<file path="src/rtl/dmem_pkg.sv">
// Shared data-memory constants and the loader state encoding.
package dmem_pkg;

    localparam int unsigned DMEM_ARRAY_BASE     = 1000;
    localparam int unsigned DMEM_MIN_VALUE_ADDR = 2000;
    localparam int unsigned DMEM_MIN_INDEX_ADDR = 2004;

    typedef enum logic [1:0] {
        StIdle,
        StCollect,
        StWrite,
        StDone
    } loader_state_e;

endpackage

</file>
<file path="src/rtl/dmem_loader_if.sv">
// Byte stream, CPU data port, dmem port and loader status bundled for the loader.
interface dmem_loader_if #(
    parameter int unsigned CNT_W = 16
) ();

    logic             start;
    logic [CNT_W-1:0] num_words;
    logic [7:0]       byte_in;
    logic             byte_valid;
    logic             byte_ready;

    logic [31:0]      cpu_adr;
    logic [31:0]      cpu_d_in;
    logic             cpu_mwr;
    logic             cpu_mrd;

    logic [31:0]      mem_adr;
    logic [31:0]      mem_d_in;
    logic             mem_mwr;
    logic             mem_mrd;

    logic             cpu_hold;
    logic             busy;
    logic             done;
    logic             err;

    modport master (
        output start, num_words, byte_in, byte_valid,
        output cpu_adr, cpu_d_in, cpu_mwr, cpu_mrd,
        input  byte_ready, mem_adr, mem_d_in, mem_mwr, mem_mrd,
        input  cpu_hold, busy, done, err
    );

    modport slave (
        input  start, num_words, byte_in, byte_valid,
        input  cpu_adr, cpu_d_in, cpu_mwr, cpu_mrd,
        output byte_ready, mem_adr, mem_d_in, mem_mwr, mem_mrd,
        output cpu_hold, busy, done, err
    );

endinterface

</file>
<file path="src/rtl/dmem_port_mux.sv">
// Combinational select of the dmem port between the loader and the CPU.
module dmem_port_mux (
    input  logic        cpu_hold_i,
    input  logic [31:0] ld_adr_i,
    input  logic [31:0] ld_d_in_i,
    input  logic        ld_mwr_i,
    input  logic [31:0] cpu_adr_i,
    input  logic [31:0] cpu_d_in_i,
    input  logic        cpu_mwr_i,
    input  logic        cpu_mrd_i,
    output logic [31:0] mem_adr_o,
    output logic [31:0] mem_d_in_o,
    output logic        mem_mwr_o,
    output logic        mem_mrd_o
);

    always_comb begin
        if (cpu_hold_i) begin
            mem_adr_o  = ld_adr_i;
            mem_d_in_o = ld_d_in_i;
            mem_mwr_o  = ld_mwr_i;
            mem_mrd_o  = 1'b0;
        end else begin
            mem_adr_o  = cpu_adr_i;
            mem_d_in_o = cpu_d_in_i;
            mem_mwr_o  = cpu_mwr_i;
            mem_mrd_o  = cpu_mrd_i;
        end
    end

endmodule

</file>
<file path="src/rtl/dmem_loader.sv">
// Packs a little-endian byte stream into 32-bit words and writes them into dmem
// from BASE_ADDR up, holding the CPU off until the load completes.
module dmem_loader
    import dmem_pkg::*;
#(
    parameter int unsigned BASE_ADDR = DMEM_ARRAY_BASE,
    parameter int unsigned MAX_WORDS = 20,
    parameter int unsigned CNT_W     = 16
) (
    input logic          clk,
    input logic          rst,
    dmem_loader_if.slave bus
);

    loader_state_e    state_q, state_d;
    logic [1:0]       byte_cnt_q, byte_cnt_d;
    logic [CNT_W-1:0] word_idx_q, word_idx_d;
    logic [CNT_W-1:0] num_q, num_d;
    logic [31:0]      word_q, word_d;
    logic             err_q, err_d;

    logic             ld_ready;
    logic             ld_mwr;
    logic [31:0]      ld_adr;
    logic [31:0]      ld_d_in;
    logic             hold;

    always_ff @(posedge clk) begin
        if (rst) begin
            state_q    <= StIdle;
            byte_cnt_q <= '0;
            word_idx_q <= '0;
            num_q      <= '0;
            word_q     <= '0;
            err_q      <= 1'b0;
        end else begin
            state_q    <= state_d;
            byte_cnt_q <= byte_cnt_d;
            word_idx_q <= word_idx_d;
            num_q      <= num_d;
            word_q     <= word_d;
            err_q      <= err_d;
        end
    end

    always_comb begin
        state_d    = state_q;
        byte_cnt_d = byte_cnt_q;
        word_idx_d = word_idx_q;
        num_d      = num_q;
        word_d     = word_q;
        err_d      = err_q;
        ld_ready   = 1'b0;
        ld_mwr     = 1'b0;
        ld_adr     = '0;
        ld_d_in    = '0;

        unique case (state_q)
            StIdle, StDone: begin
                if (bus.start) begin
                    err_d      = 1'b0;
                    num_d      = bus.num_words;
                    word_idx_d = '0;
                    byte_cnt_d = '0;
                    if (bus.num_words == '0) begin
                        state_d = StDone;
                    end else if (32'(bus.num_words) > MAX_WORDS) begin
                        err_d   = 1'b1;
                        state_d = StDone;
                    end else begin
                        state_d = StCollect;
                    end
                end
            end
            StCollect: begin
                ld_ready = 1'b1;
                if (bus.byte_valid) begin
                    word_d[8*byte_cnt_q +: 8] = bus.byte_in;
                    byte_cnt_d                = byte_cnt_q + 2'd1;
                    if (byte_cnt_q == 2'd3) begin
                        state_d = StWrite;
                    end
                end
            end
            StWrite: begin
                ld_mwr     = 1'b1;
                ld_adr     = BASE_ADDR + 32'({word_idx_q, 2'b00});
                ld_d_in    = word_q;
                word_idx_d = word_idx_q + CNT_W'(1);
                byte_cnt_d = '0;
                // num_q is never zero here, so num_q-1 cannot wrap.
                state_d    = (word_idx_q == num_q - CNT_W'(1)) ? StDone : StCollect;
            end
            default: state_d = StIdle;
        endcase
    end

    assign hold           = (state_q != StDone);
    assign bus.byte_ready = ld_ready;
    assign bus.cpu_hold   = hold;
    assign bus.busy       = (state_q == StCollect) || (state_q == StWrite);
    assign bus.done       = (state_q == StDone);
    assign bus.err        = err_q;

    dmem_port_mux u_port_mux (
        .cpu_hold_i (hold),
        .ld_adr_i   (ld_adr),
        .ld_d_in_i  (ld_d_in),
        .ld_mwr_i   (ld_mwr),
        .cpu_adr_i  (bus.cpu_adr),
        .cpu_d_in_i (bus.cpu_d_in),
        .cpu_mwr_i  (bus.cpu_mwr),
        .cpu_mrd_i  (bus.cpu_mrd),
        .mem_adr_o  (bus.mem_adr),
        .mem_d_in_o (bus.mem_d_in),
        .mem_mwr_o  (bus.mem_mwr),
        .mem_mrd_o  (bus.mem_mrd)
    );

endmodule

</file>
<file path="src/flat_wrapper.sv">
// flat-port wrapper written by rule: the top's interface ports become plain ports
module dmem_loader_flat import dmem_pkg::*;
#(
    parameter int unsigned BASE_ADDR = DMEM_ARRAY_BASE,
    parameter int unsigned MAX_WORDS = 20,
    parameter int unsigned CNT_W     = 16
)
  (clk, rst, bus_start, bus_num_words, bus_byte_in, bus_byte_valid, bus_cpu_adr, bus_cpu_d_in, bus_cpu_mwr, bus_cpu_mrd, bus_byte_ready, bus_mem_adr, bus_mem_d_in, bus_mem_mwr, bus_mem_mrd, bus_cpu_hold, bus_busy, bus_done, bus_err);
  dmem_loader_if #(.CNT_W(CNT_W)) bus_i ();
  input logic clk;
  input logic rst;
  input wire logic [$bits(bus_i.start)-1:0] bus_start;
  input wire logic [$bits(bus_i.num_words)-1:0] bus_num_words;
  input wire logic [$bits(bus_i.byte_in)-1:0] bus_byte_in;
  input wire logic [$bits(bus_i.byte_valid)-1:0] bus_byte_valid;
  input wire logic [$bits(bus_i.cpu_adr)-1:0] bus_cpu_adr;
  input wire logic [$bits(bus_i.cpu_d_in)-1:0] bus_cpu_d_in;
  input wire logic [$bits(bus_i.cpu_mwr)-1:0] bus_cpu_mwr;
  input wire logic [$bits(bus_i.cpu_mrd)-1:0] bus_cpu_mrd;
  output wire logic [$bits(bus_i.byte_ready)-1:0] bus_byte_ready;
  output wire logic [$bits(bus_i.mem_adr)-1:0] bus_mem_adr;
  output wire logic [$bits(bus_i.mem_d_in)-1:0] bus_mem_d_in;
  output wire logic [$bits(bus_i.mem_mwr)-1:0] bus_mem_mwr;
  output wire logic [$bits(bus_i.mem_mrd)-1:0] bus_mem_mrd;
  output wire logic [$bits(bus_i.cpu_hold)-1:0] bus_cpu_hold;
  output wire logic [$bits(bus_i.busy)-1:0] bus_busy;
  output wire logic [$bits(bus_i.done)-1:0] bus_done;
  output wire logic [$bits(bus_i.err)-1:0] bus_err;
  assign bus_i.start = bus_start;
  assign bus_i.num_words = bus_num_words;
  assign bus_i.byte_in = bus_byte_in;
  assign bus_i.byte_valid = bus_byte_valid;
  assign bus_i.cpu_adr = bus_cpu_adr;
  assign bus_i.cpu_d_in = bus_cpu_d_in;
  assign bus_i.cpu_mwr = bus_cpu_mwr;
  assign bus_i.cpu_mrd = bus_cpu_mrd;
  assign bus_byte_ready = bus_i.byte_ready;
  assign bus_mem_adr = bus_i.mem_adr;
  assign bus_mem_d_in = bus_i.mem_d_in;
  assign bus_mem_mwr = bus_i.mem_mwr;
  assign bus_mem_mrd = bus_i.mem_mrd;
  assign bus_cpu_hold = bus_i.cpu_hold;
  assign bus_busy = bus_i.busy;
  assign bus_done = bus_i.done;
  assign bus_err = bus_i.err;
  dmem_loader #(.BASE_ADDR(BASE_ADDR), .MAX_WORDS(MAX_WORDS), .CNT_W(CNT_W)) u_core (.clk(clk), .rst(rst), .bus(bus_i));
endmodule
</file>
<file path="config.mk">
export PLATFORM = sky130hd
export DESIGN_NAME = dmem_loader_flat
export DESIGN_NICKNAME = d
export VERILOG_FILES = /design/src/rtl/dmem_pkg.sv /design/src/rtl/dmem_loader_if.sv /design/src/rtl/dmem_port_mux.sv /design/src/rtl/dmem_loader.sv /design/src/flat_wrapper.sv
export SDC_FILE = /design/constraint.sdc
export NUM_CORES = 1
export LEC_CHECK = 0
export CAP_MARGIN = 20
export CELL_PAD_IN_SITES_DETAIL_PLACEMENT = 0
export CELL_PAD_IN_SITES_GLOBAL_PLACEMENT = 2
export CORE_MARGIN = 2
export CORE_UTILIZATION = 25
export DETAILED_ROUTE_END_ITERATION = 12
export PLACE_DENSITY_LB_ADDON = 0.25
export RECOVER_POWER = 50
export SLEW_MARGIN = 30
export SYNTH_ARGS = -nofsm -noshare
export SYNTH_HDL_FRONTEND = slang
export SYNTH_SLANG_ARGS = --single-unit
export TNS_END_PERCENT = 10
</file>
<file path="constraint.sdc">
create_clock -name clk -period 5.6 [get_ports clk]
set_input_delay 0.84 -clock clk [delete_from_list [all_inputs] [get_ports clk]]
set_output_delay 0.84 -clock clk [all_outputs]
set_load 0.005 [all_outputs]
</file>
**After elaboration in Yosys (flattened, before gate mapping)**

Cells that the tools add are included.

- Flip-flop bits (word level): 69
- Bits in latches: 0
- RAM bits: 0
- ROM bits: 0
- Bits of input ports: 94
- Output and inout bits: 71
- Logic and storage cells: 56
- Memories: 0

- Add/subtract/negate cells: 5
- $mul: 0
- Divide/modulo/power cells: 0
- Magnitude comparators: 1
- Eq/ne operators: 9
- Shifts and indexed selects: 2
- Multiplexer cells: 23
- Bitwise logic cells: 0
- Reductions and logical operators: 10

Operators by type and width:

| kind | number |
|---|---|
| 2-to-1 mux 32 bit | 4 |
| negation 5 -> 34 bit | 1 |
| variable shift 8 x 34 -> 32 bit, first input constant | 1 |
| indexed part select 8 x 34 -> 32 bit | 1 |
| bitwise mux 32 bit | 1 |
| one-hot mux 16 bit (2 select lines) | 1 |
| adder 10 x 18 -> 19 bit, first input constant | 1 |
| adder 16 x 1 -> 16 bit, second input constant | 1 |
| equality test 16 bit | 1 |
| greater-than comparator 16 x 5 -> 1 bit, second input constant | 1 |
| zero test 16 bit | 1 |
| 2-to-1 mux 16 bit | 1 |
| 2-to-1 mux 2 bit | 8 |
| subtractor 16 x 1 -> 16 bit, second input constant | 1 |
| one-hot mux 2 bit (3 select lines) | 2 |
| AND reduction 2 bit | 4 |
| equality test 2 bit, second input constant | 3 |
| 2-to-1 mux 1 bit | 6 |
| inequality test 2 bit, second input constant | 3 |
| AND reduction 3 bit | 1 |
| adder 2 x 1 -> 2 bit, second input constant | 1 |
| equality test 2 x 1 -> 1 bit, second input constant | 1 |
| zero test 2 bit | 1 |
| inequality test 2 x 1 -> 1 bit, second input constant | 1 |
| other kinds (3) | 3 |

**Depth between registers and ports, before layout**

Gate-level depths: netlist of run 1.

- Depth in word-level cells: 5
- Depth in mapped cells: 9
- Mapped depth without buffers: 8

**Hierarchy**

A second synthesis of run 1 with hierarchy kept.

- Cell total of the unflattened synthesis: 565
- Area, all modules: 4845.9 µm²

By module, submodules not included:

| module | instances | cells an instance | area each (µm²) | seq. area each (µm²) |
|---|---|---|---|---|
| dmem_loader | 1 | 492 | 3895.0 | 1381.3 |
| dmem_port_mux | 1 | 73 | 950.9 | 0.0 |

**Least setup slack after synthesis of run 1**

OpenSTA, ideal clock, no wires.

- Path kind: flip-flop to output port
- Start point: register u_core.state_q[0]
- End point: output port bus_mem_d_in[14]
- Data arrival time: 1.543 ns
- Data required time: 4.760 ns
- Setup slack: 3.217 ns
- Cell stages (with the launch flop): 8
- Path buffers: 3
- Path through: dfxtp_1 inv_1 ha_1 clkbuf_1 clkbuf_1 clkbuf_1 nand2_1 o21ai_0

- Word-level cells in the longest chain between the ends: 3
- Elaborated cells on any way between the ends: 4
- Those cells by class: 2 x eq/ne; 2 x mux

Ends and longest elaborated chain:

| what | line | text |
|---|---|---|
| start: declaration | dmem_loader.sv:15 | `loader_state_e state_q, state_d;` |
| start signal: assignment | dmem_loader.sv:30 | `state_q <= StIdle;` |
| start signal: assignment | dmem_loader.sv:37 | `state_q <= state_d;` |
| equality test 2 bit | dmem_loader.sv:58 | `unique case (state_q)` |
| 2-to-1 mux 32 bit | dmem_loader.sv:58 |  |
| 2-to-1 mux 32 bit * | dmem_port_mux.sv:18 | `if (cpu_hold_i) begin` |
| end: declaration | flat_wrapper.sv:22 | `output wire logic [$bits(bus_i.mem_d_in)-1:0] bus_mem_d_in;` |

Mark *: on every way between the ends. The rest lies on a longest branch, timed or not.

**Final worst setup path of run 1**

- Start point: register u_core.state_q[1]
- End point: output port bus_mem_adr[9]

- Word-level cells in the longest chain between the ends: 3
- Elaborated cells on any way between the ends: 4
- Those cells by class: 2 x eq/ne; 2 x mux

Ends and longest elaborated chain:

| what | line | text |
|---|---|---|
| equality test 2 bit | dmem_loader.sv:58 |  |
| 2-to-1 mux 32 bit | dmem_loader.sv:58 |  |
| 2-to-1 mux 32 bit * | dmem_port_mux.sv:18 |  |
| end: declaration | flat_wrapper.sv:21 | `output wire logic [$bits(bus_i.mem_adr)-1:0] bus_mem_adr;` |

Marks and branches as above.

==> results of run 1 <==
[cells in the mapped netlist, types with 2 or more instances]
cell	number
nand2_1	135
dfxtp_1	69
nor2_1	64
o21ai_0	50
clkbuf_1	34
a22oi_1	32
a21oi_1	26
xnor2_1	24
xor2_1	21
and2_1	18
nor3_1	14
nand3_1	13
ha_1	12
inv_1	11
nand4_1	11
buf_1	4
nor4_1	4
a211oi_1	3
a31oi_1	3
nand2b_1	3
nand3b_1	3
nor4b_2	3
o21ai_1	3
a22o_1	2
a311oi_1	2
nor2b_1	2
nor3b_2	2
or3_1	2
[layout by cell type (no fill, tap or decap), types with 4 or more instances in the layout]
cell             Yosys  layout
and2_1              18      17
dfxtp_1             69      69
nor4_1               4       5
xor2_1              21      21
nor3_1              14      14
inv_1               11      11
xnor2_1             24      24
o21ai_0             50      50
clkbuf_16            0       9
dlygate4sd3_1        0       4
a22oi_1             32      32
nand2_1            135     135
nand4_1             11      11
clkdlybuf4s50_1      0     159
nand3_1             13      13
ha_1                12      11
a21oi_1             26      26
nor2_1              64      64
[state kept, by name (all words and copies together), names as in the netlist]
register and cells:
u_core.word_q 32, u_core.num_q 16, u_core.state_q 2, u_core.word_idx_q 16, u_core.byte_cnt_q 2, u_core.bus.err 1
[power groups by stage]
stage | logic [mW] | registers, mW | clock network (mW)
after detailed placement | 0.874 | 0.610 | 0
after CTS | 0.880 | 0.599 | 0.565
after global routing | 0.965 | 0.610 | 0.587
after floorplan | 0.513 | 0.589 | 0
final | 0.860 | 0.601 | 0.549
after global placement | 0.864 | 0.606 | 0
[cells by family (layout without fill, tap and decap cells)]
| logic type | after synthesis | count (layout) | synth area share, % |
|---|---|---|---|
| xor+xnor | 45 | 45 | 9.221 |
| flops | 69 | 69 | 32.32 |
| compound gates | 131 | 131 | 18.71 |
| buf+inv | 53 | 194 | 5.181 |
| simple gates | 282 | 282 | 30.56 |
| mux | 2 | 2 | 0.4976 |
| fa+ha+maj | 12 | 12 | 3.513 |
[worst min-delay path by stage]
stage / endpoint
final: u_core.num_q[12]
after floorplan: u_core.num_q[15]
after CTS: u_core.num_q[12]
after global routing: u_core.num_q[12]
after global placement: u_core.num_q[12]
after detailed placement: u_core.bus.err
[worst max-delay path: cells and delay by family (launching register included)]
kind,cells,cell delay (ns)
and+or+nand+nor,1,0.50
AOI/OAI and AO/OA,1,0.34
adders and majority gates,1,0.93
buffers and inverters,1,0.56
DFF,1,0.42
[layer usage]
| metal | track usage (%) | share of wire, % | vias to the layer above |
|---|---|---|---|
| li1 | - | - | 2301 |
| met5 | 0 | 0 | - |
| met4 | 4.269 | 0.61 | 0 |
| met2 | 29.24 | 53 | 99 |
| met3 | 3.979 | 4.3 | 4 |
| met1 | 18.49 | 42 | 2064 |
[cell type report]
cell class	instances	area share, %
clock inverter	2	0.2579
multi-input combinational	472	42.16
inverter	11	0.6548
clock buffer	14	4.345
sequential	69	21.90
timing repair buffer	167	26.31
tap	220	4.365
[stage by stage]
stage                     hold WS, ns  setup WS (ns)  instances  total power [mW]  instance area [um2]
after detailed placement       0.4934          2.183        939             1.483                 6033
final                          0.4972          1.668        955             2.010                 6306
after global routing           0.5257          1.361        955             2.163                 6306
after floorplan                0.4478          3.217        594             1.101                 4274
after CTS                      0.5035          1.801        955             2.045                 6324
after global placement         0.4851          2.163        939             1.470                 6031
==> impl_metrics.yaml, run 1 <==
run_status:
  status: "finished clean"
layout:
  multi_input_area_um2: 2659
  utilization_pct: 37.89
  nFillCells: 1762
  syn2layout_area_growth_pct: 47.54
  drive_gt1_share_pct: 3.401
  seq_area_um2: 1381
  nets: 836
  diodes: 0
floorplanning:
  core-area_um2: 16640
  io-pin-count: 165
  die_y_um: 134.8
  dieArea_um2: 18160
  rows: 47
  initial_core_util_pct: 25.68
  die_w_um: 134.8
clock_network:
  clock_sinks: 69
  cts.repair.resized: 0
  ctsHoldBuffers: 0
  cts_root_buf: "clkbuf_16"
  cts_setup_buffers: 0
  cts_htree_levels: 3
  clk_pin_slew_ns: 0.06
  cts_buffer_depth: 2
  cts_tree: "yes"
  worstSkewPairLatency_ns: 0.34
  cts_buffers: 9
pwr:
  p_int_mw: 1.283
  p_comb_share_pct: 42.8
  ir_worst_vdd_mv: 0.1626
  pwr-share-seq_pct: 29.9
  clock_power_share_pct: 27.3
  leakagePower_nw: 2.173
  sw_frac_of_total_pct: 36.21
  p_sw_mw: 0.7279
  p_per_area_nw_per_um2: 318.8
sta:
  final_max_slew_viol_count: 0
  fin_crit_sh_pct: 70.21
  maxSlewHeadroom_pct: 2.460
  rsz0062_at_grt: "no"
  hold_violations: 0
  fin_skew_ns: 0.005732
  setup_tns_ns: 0
  tightest_slew_ns: 1.443
  setup_viol: 0
  fin_crit_ns: 3.932
  clock.fmax_ghz: 0.2543
synthesis:
  avgSynthCellArea_um2: 7.195
  yosysSeqAreaShare_pct: 32.32
  ys.flop_type: "dfxtp_1"
  synthCells: 594
  synth_area_um2: 4274
  synthDominantCellAreaShare_pct: 32.32
  synth.area.top_cells: "dfxtp_1 (32%), nand2_1 (12%), o21ai_0 (5.9%)"
  yosys_register_bits: 69
  synth_nets: 700
  synthArstFlopShare_pct: 0
  synth_edf_count: 0
  ys_warn_count: 0
  synthDistinctLibCells: 52
  synth_top_cell_by_area: "dfxtp_1"
worst_setup_path:
  slowest_delay_ns: 0.93
  crit_end: "bus_mem_adr[9]"
  critical_path_class: "register to output port"
  required_ns: 4.76
  critPathMaxFanout: 31
  path_cells: "ha_1 -> nand2_1 -> o21ai_0 -> clkdlybuf4s50_1"
  worstReg2RegStart: "u_core.state_q[0]"
  r2r_cells: 5
  startpoint: "u_core.state_q[1]"
  ff2ff_setup_slack_ns: 2.66
  cp-start-kind: "register"
  cpMaxStageDelayCell: "ha_1"
  cp-end-kind: "output port"
  arrival_ns: 3.09
  worstReg2RegEnd: "u_core.word_q[17]"
detailed_routing:
  wl_per_cell_um: 14.98
  drc: 0
  dr.pass1.iters: 4
  num_vias: 4468
  drt_first_iter_violations: 191
  via_per_inst: 4.679
  ant_nets: 0
  wirelength_mm: 14.30
worst_hold_path:
  hp-class: "register to register"
  hold_path_startpoint: "u_core.num_q[12]"
  whs_path_depth: 2
global_route:
  grt_max_degree: 65
  first_global_vias: 4609
  grt_usage_pct: 15.99
  grt_pass1_wl_mm: 22.94
  overflow: 0
  antenna_found_initial: 0
place:
  hpwlAfterDp_mm: 11.15
  io_buffers: 164
  place_congestion: 0.7935
run:
  drv_cap: 0
Note: power is estimated with default switching activity, not from simulation.
==> run 2, diff against run 1 <==
--- a/config.mk
+++ b/config.mk
@@ -9,7 +9,7 @@
 export CELL_PAD_IN_SITES_DETAIL_PLACEMENT = 0
 export CELL_PAD_IN_SITES_GLOBAL_PLACEMENT = 2
 export CORE_MARGIN = 2
-export CORE_UTILIZATION = 25
+export CORE_UTILIZATION = 21
 export DETAILED_ROUTE_END_ITERATION = 12
 export PLACE_DENSITY_LB_ADDON = 0.25
 export RECOVER_POWER = 50
==> constraint.sdc (replaced) <==
create_clock -name clk -period 3.6 [get_ports clk]
set_input_delay 0.54 -clock clk [delete_from_list [all_inputs] [get_ports clk]]
set_output_delay 0.54 -clock clk [all_outputs]
set_load 0.005 [all_outputs]
==> impl_metrics.yaml, run 2 (synthesis results as in run 1) <==
worst_setup_path:
  critical_path_class: "register to output port"
  r2r_cells: 5
  cp-end-kind: "output port"
  required_ns: 3.06
  critPathMaxFanout: 9
  arrival_ns: 2.54
  ff2ff_setup_slack_ns: 0.93
  cp-start-kind: "register"
floorplanning:
  die_w_um: 146.7
  initial_core_util_pct: 21.26
  dieArea_um2: 21510
  core-area_um2: 20100
  io-pin-count: 165
  rows: 52
  die_y_um: 146.7
clock_network:
  cts_root_buf: "clkbuf_16"
  ctsHoldBuffers: 0
  cts.repair.resized: 0
  clock_sinks: 69
  cts_tree: "yes"
  worstSkewPairLatency_ns: 0.34
  cts_buffer_depth: 2
  clk_pin_slew_ns: 0.06
  cts_buffers: 9
  cts_setup_buffers: 0
  cts_htree_levels: 3
place:
  place_congestion: 0.7611
  pre_cts_ws_ns: 0.8741
  hpwlAfterDp_mm: 11.30
  io_buffers: 164
  dpl_cell_area_um2: 6128
pwr:
  p_comb_share_pct: 41.0
  sw_frac_of_total_pct: 35.03
  pwr-share-seq_pct: 28.0
  p_int_mw: 2.160
  p_per_area_nw_per_um2: 516.0
  ir_worst_vdd_mv: 0.2362
  power.total_mw: 3.325
  clock_power_share_pct: 31.0
  leakagePower_nw: 2.213
  p_sw_mw: 1.165
layout:
  mostFrequentLayoutCell: "clkdlybuf4s50_1"
  mostFrequentLayoutCells: "clkdlybuf4s50_1 (160), nand2_1 (135), dfxtp_1 (69), nor2_1 (64), o21ai_0 (50)"
  regMostFlops: "u_core.word_q"
  diodes: 0
  syn2layout_area_growth_pct: 50.79
  design_area_um2: 6445
  nFillCells: 2130
  nets: 839
  largest_reg_flops: 32
  largest_registers: "u_core.word_q: 32 flops, u_core.num_q: 16 flops, u_core.word_idx_q: 16 flops"
  drive_gt1_share_pct: 3.794
sta:
  setup_viol: 0
  setup_tns_ns: 0
  hold_violations: 0
  tightest_slew_ns: 1.193
  fin_skew_ns: 0.005469
  fin_crit_sh_pct: 85.43
  maxSlewHeadroom_pct: 19.36
  final_max_slew_viol_count: 0
  rsz0062_at_grt: "no"
  fin_crit_ns: 3.076
  clock.fmax_ghz: 0.3251
  setup_slack_ns: 0.5245
global_route:
  overflow: 0
  antenna_found_initial: 0
  grt_max_degree: 58
  grt_pass1_wl_mm: 23.82
  grt_usage_pct: 13.76
  first_global_vias: 4695
run:
  drv_cap: 0
detailed_routing:
  wl_per_cell_um: 14.36
  drc: 0
  drt_first_iter_violations: 170
  dr.pass1.iters: 5
  via_per_inst: 4.481
  wirelength_mm: 14.48
  num_vias: 4517
  ant_nets: 0
worst_hold_path:
  hp-class: "register to register"
  whs_path_depth: 2
run_status:
  status: "finished clean"
-- run 2: changes by cell type in the layout (fill, tap and decap cells not counted), sizes merged --
cell,change
clkbuf,-4
bufinv,+3
buf,+2
clkdlybuf4s50,+1
clkinvlp,+1
dlygate4sd3,-1
inv,+1
-- run 2: power groups by stage --
stage | Clock [mW] | Combinational [mW] | Sequential (mW)
final | 1.03 | 1.36 | 0.931
after global routing | 1.09 | 1.54 | 0.943
after CTS | 1.05 | 1.41 | 0.933
after detailed placement | 0 | 1.40 | 0.949
after global placement | 0 | 1.40 | 0.947
after floorplan | 0 | 0.797 | 0.916
-- run 2: layer usage --
metal	GRT usage, %	vias to the layer above	wire (um)
li1	-	2302	-
met1	16.70	2067	6368
met2	23.66	135	7043
met3	3.969	13	867
met4	3.932	0	197
met5	0	-	0
-- run 2: final cells by class --
type,instances,area (um2),share of cell area (%)
multi-input cells,472,2646,41.06
inverters,11,41.29,0.6407
flip-flops and latches,69,1381,21.43
clock buffers,9,225.2,3.494
well taps,270,337.8,5.242
clock inverters,7,122.6,1.903
repair buffers,170,1690,26.23
-- run 2: final timing paths --
kind                         from           endpoint
min reg2reg      u_core.num_q[15]   u_core.num_q[15]
min              u_core.num_q[15]   u_core.num_q[15]
max reg2reg     u_core.state_q[0]  u_core.word_q[18]
max          u_core.word_idx_q[2]    bus_mem_adr[15]
-- run 2: worst max-delay path, cell delays in order, from the launching register on --
cell and delay [ns]:
dfxtp_1 0.40, ha_1 0.27, nor3_1 0.27, nand2_1 0.16
nor2_1 0.20, nor3_1 0.09, xnor2_1 0.12, o21ai_0 0.16
clkdlybuf4s50_1 0.52
-- run 2: metrics by stage --
| step | hold slack (ns) | utilization [%] | cells |
|---|---|---|---|
| after floorplan | 0.4478 | - | 594 |
| after global placement | 0.4785 | 30.48 | 992 |
| after detailed placement | 0.4918 | 30.48 | 992 |
| after CTS | 0.4996 | 32.21 | 1008 |
| after global routing | 0.5030 | 32.06 | 1008 |
| final | 0.4890 | 32.06 | 1008 |
==> run 3, diff against run 2 <==
--- a/config.mk
+++ b/config.mk
@@ -13,6 +13,7 @@
 export DETAILED_ROUTE_END_ITERATION = 12
 export PLACE_DENSITY_LB_ADDON = 0.25
 export RECOVER_POWER = 50
+export REMOVE_ABC_BUFFERS = 1
 export SLEW_MARGIN = 30
 export SYNTH_ARGS = -nofsm -noshare
 export SYNTH_HDL_FRONTEND = slang
==> impl_metrics.yaml, run 3 (synthesis results as in run 1) <==
sta:
  fin_crit_ns: 3.105
  tightest_slew_ns: 1.762
  final_max_slew_viol_count: 9
  rsz0062_at_grt: "no"
  whs_ns: 0.4728
  fin_crit_sh_pct: 86.25
  hold_violations: 0
  maxSlewHeadroom_pct: -18.54
  fin_skew_ns: 0.006222
  setup_tns_ns: 0
  clock.fmax_ghz: 0.3221
  setup_viol: 0
clock_network:
  clock_sinks: 69
  cts_htree_levels: 3
  worstSkewPairLatency_ns: 0.33
  cts_root_buf: "clkbuf_16"
  cts_tree: "yes"
  cts_buffers: 9
  ctsHoldBuffers: 0
  cts_setup_buffers: 0
  cts_buffer_depth: 2
  cts.repair.resized: 0
  clk_pin_slew_ns: 0.06
global_route:
  first_global_vias: 4494
  grt_usage_pct: 13.39
  grt_max_degree: 57
  overflow: 0
  antenna_found_initial: 0
  grt_pass1_wl_mm: 23.25
worst_setup_path:
  cp-start-kind: "primary input"
  slowest_delay_ns: 1.45
  critPathTopFamily: "simple AND/OR/NAND/NOR gates"
  cp-end-kind: "register"
  arrival_ns: 3.36
  ff2ff_setup_slack_ns: 0.53
  startpoint: "bus_byte_valid"
  crit_buf_inv: 1
  critical_path_class: "primary input to register"
  required_ns: 3.86
  worstReg2RegStart: "u_core.state_q[0]"
  cpMaxStageDelayCell: "nor4_1"
  path_cells: "clkdlybuf4s50_1 -> nand3_1 -> nor4_1 -> a22oi_1 -> nor2_1"
  critPathMaxFanout: 9
layout:
  syn2layout_area_growth_pct: 50.06
  mostFrequentLayoutCell: "clkdlybuf4s50_1"
  largest_reg_flops: 32
  mostFrequentLayoutCells: "clkdlybuf4s50_1 (159), nand2_1 (135), dfxtp_1 (69), nor2_1 (64), o21ai_0 (50)"
  regMostFlops: "u_core.word_q"
  drive_gt1_share_pct: 3.649
  nFillCells: 2132
  diodes: 0
  largest_registers: "u_core.word_q: 32 flops, u_core.num_q: 16 flops, u_core.word_idx_q: 16 flops"
  nets: 841
floorplanning:
  core-area_um2: 20100
  initial_core_util_pct: 21.26
  rows: 52
  die_y_um: 146.7
  dieArea_um2: 21510
  die_w_um: 146.7
  io-pin-count: 165
place:
  io_buffers: 164
  hpwlAfterDp_mm: 11.16
  place_congestion: 0.8194
detailed_routing:
  drt-met1-wl_mm: 7.025
  drt_first_iter_violations: 232
  dr.pass1.iters: 4
  wl_per_cell_um: 14.36
  drc: 0
  met2_length_mm: 6.498
  wl_met3_um: 758
  highest_layer: "met4"
  num_vias: 4529
  ant_nets: 0
  wirelength_mm: 14.50
  via_per_inst: 4.484
pwr:
  p_comb_share_pct: 42.3
  ir_worst_vdd_mv: 0.2675
  power.total_mw: 3.191
  pwr-share-seq_pct: 29.1
  leakagePower_nw: 2.204
  sw_frac_of_total_pct: 35.60
  p_int_mw: 2.055
  p_sw_mw: 1.136
  p_per_area_nw_per_um2: 497.5
  clock_power_share_pct: 28.6
run_status:
  status: "complete, but fails checks"
  violations: "max-capacitance violations, max-slew violations"
worst_hold_path:
  hold_path_startpoint: "u_core.num_q[15]"
  hp-class: "register to register"
run:
  drv_cap: 1
## run 3: final cells by class
| class | instances | area, um2 | share of cell area, % |
|---|---|---|---|
| clock buffers | 12 | 256.5 | 3.999 |
| clock inverters | 4 | 55.05 | 0.8584 |
| inverters | 11 | 41.29 | 0.6438 |
| multi-input cells | 472 | 2653 | 41.36 |
| flip-flops and latches | 69 | 1381 | 21.54 |
| well taps | 270 | 337.8 | 5.267 |
| repair buffers | 172 | 1689 | 26.34 |
## run 3: worst paths after layout
path,depth (start not counted),end
worst min-delay path,2,u_core.num_q[15]
worst max register to register,5,u_core.word_q[24]
worst min register to register,2,u_core.num_q[15]
worst max-delay path,5,u_core.word_q[24]
## run 3: power by group through the flow
stage | clock, mW | sequential, mW | combinational, mW
after global placement | 0 | 0.942 | 1.38
after floorplan | 0 | 0.920 | 0.754
final | 0.913 | 0.927 | 1.35
after CTS | 0.944 | 0.928 | 1.40
after detailed placement | 0 | 0.946 | 1.39
after global routing | 0.978 | 0.941 | 1.51
## run 3: routing by layer
metal  vias up  track usage, %
met1      2081           18.16
met5         -               0
met4         0           3.981
met2       118           21.57
met3        15           2.563
li1       2315               -
## run 3: through the flow
stage / setup WS [ns] / instance area, um2 / std cells / utilization, %
4_1_cts: 0.5061 / 6455 / 1010 / 32.11
5_1_grt: 0.2408 / 6414 / 1010 / 31.90
6_report: 0.4950 / 6414 / 1010 / 31.90
3_3_place_gp: 0.6859 / 6143 / 994 / 30.56
2_1_floorplan: 0.3842 / 4094 / 552 / -
3_5_place_dp: 0.6813 / 6143 / 994 / 30.56
## run 3: tightest hold or removal path: stages, from the launching register on
cell     delay, ns
dfxtp_1       0.32
nand2_1       0.06
a21oi_1       0.05
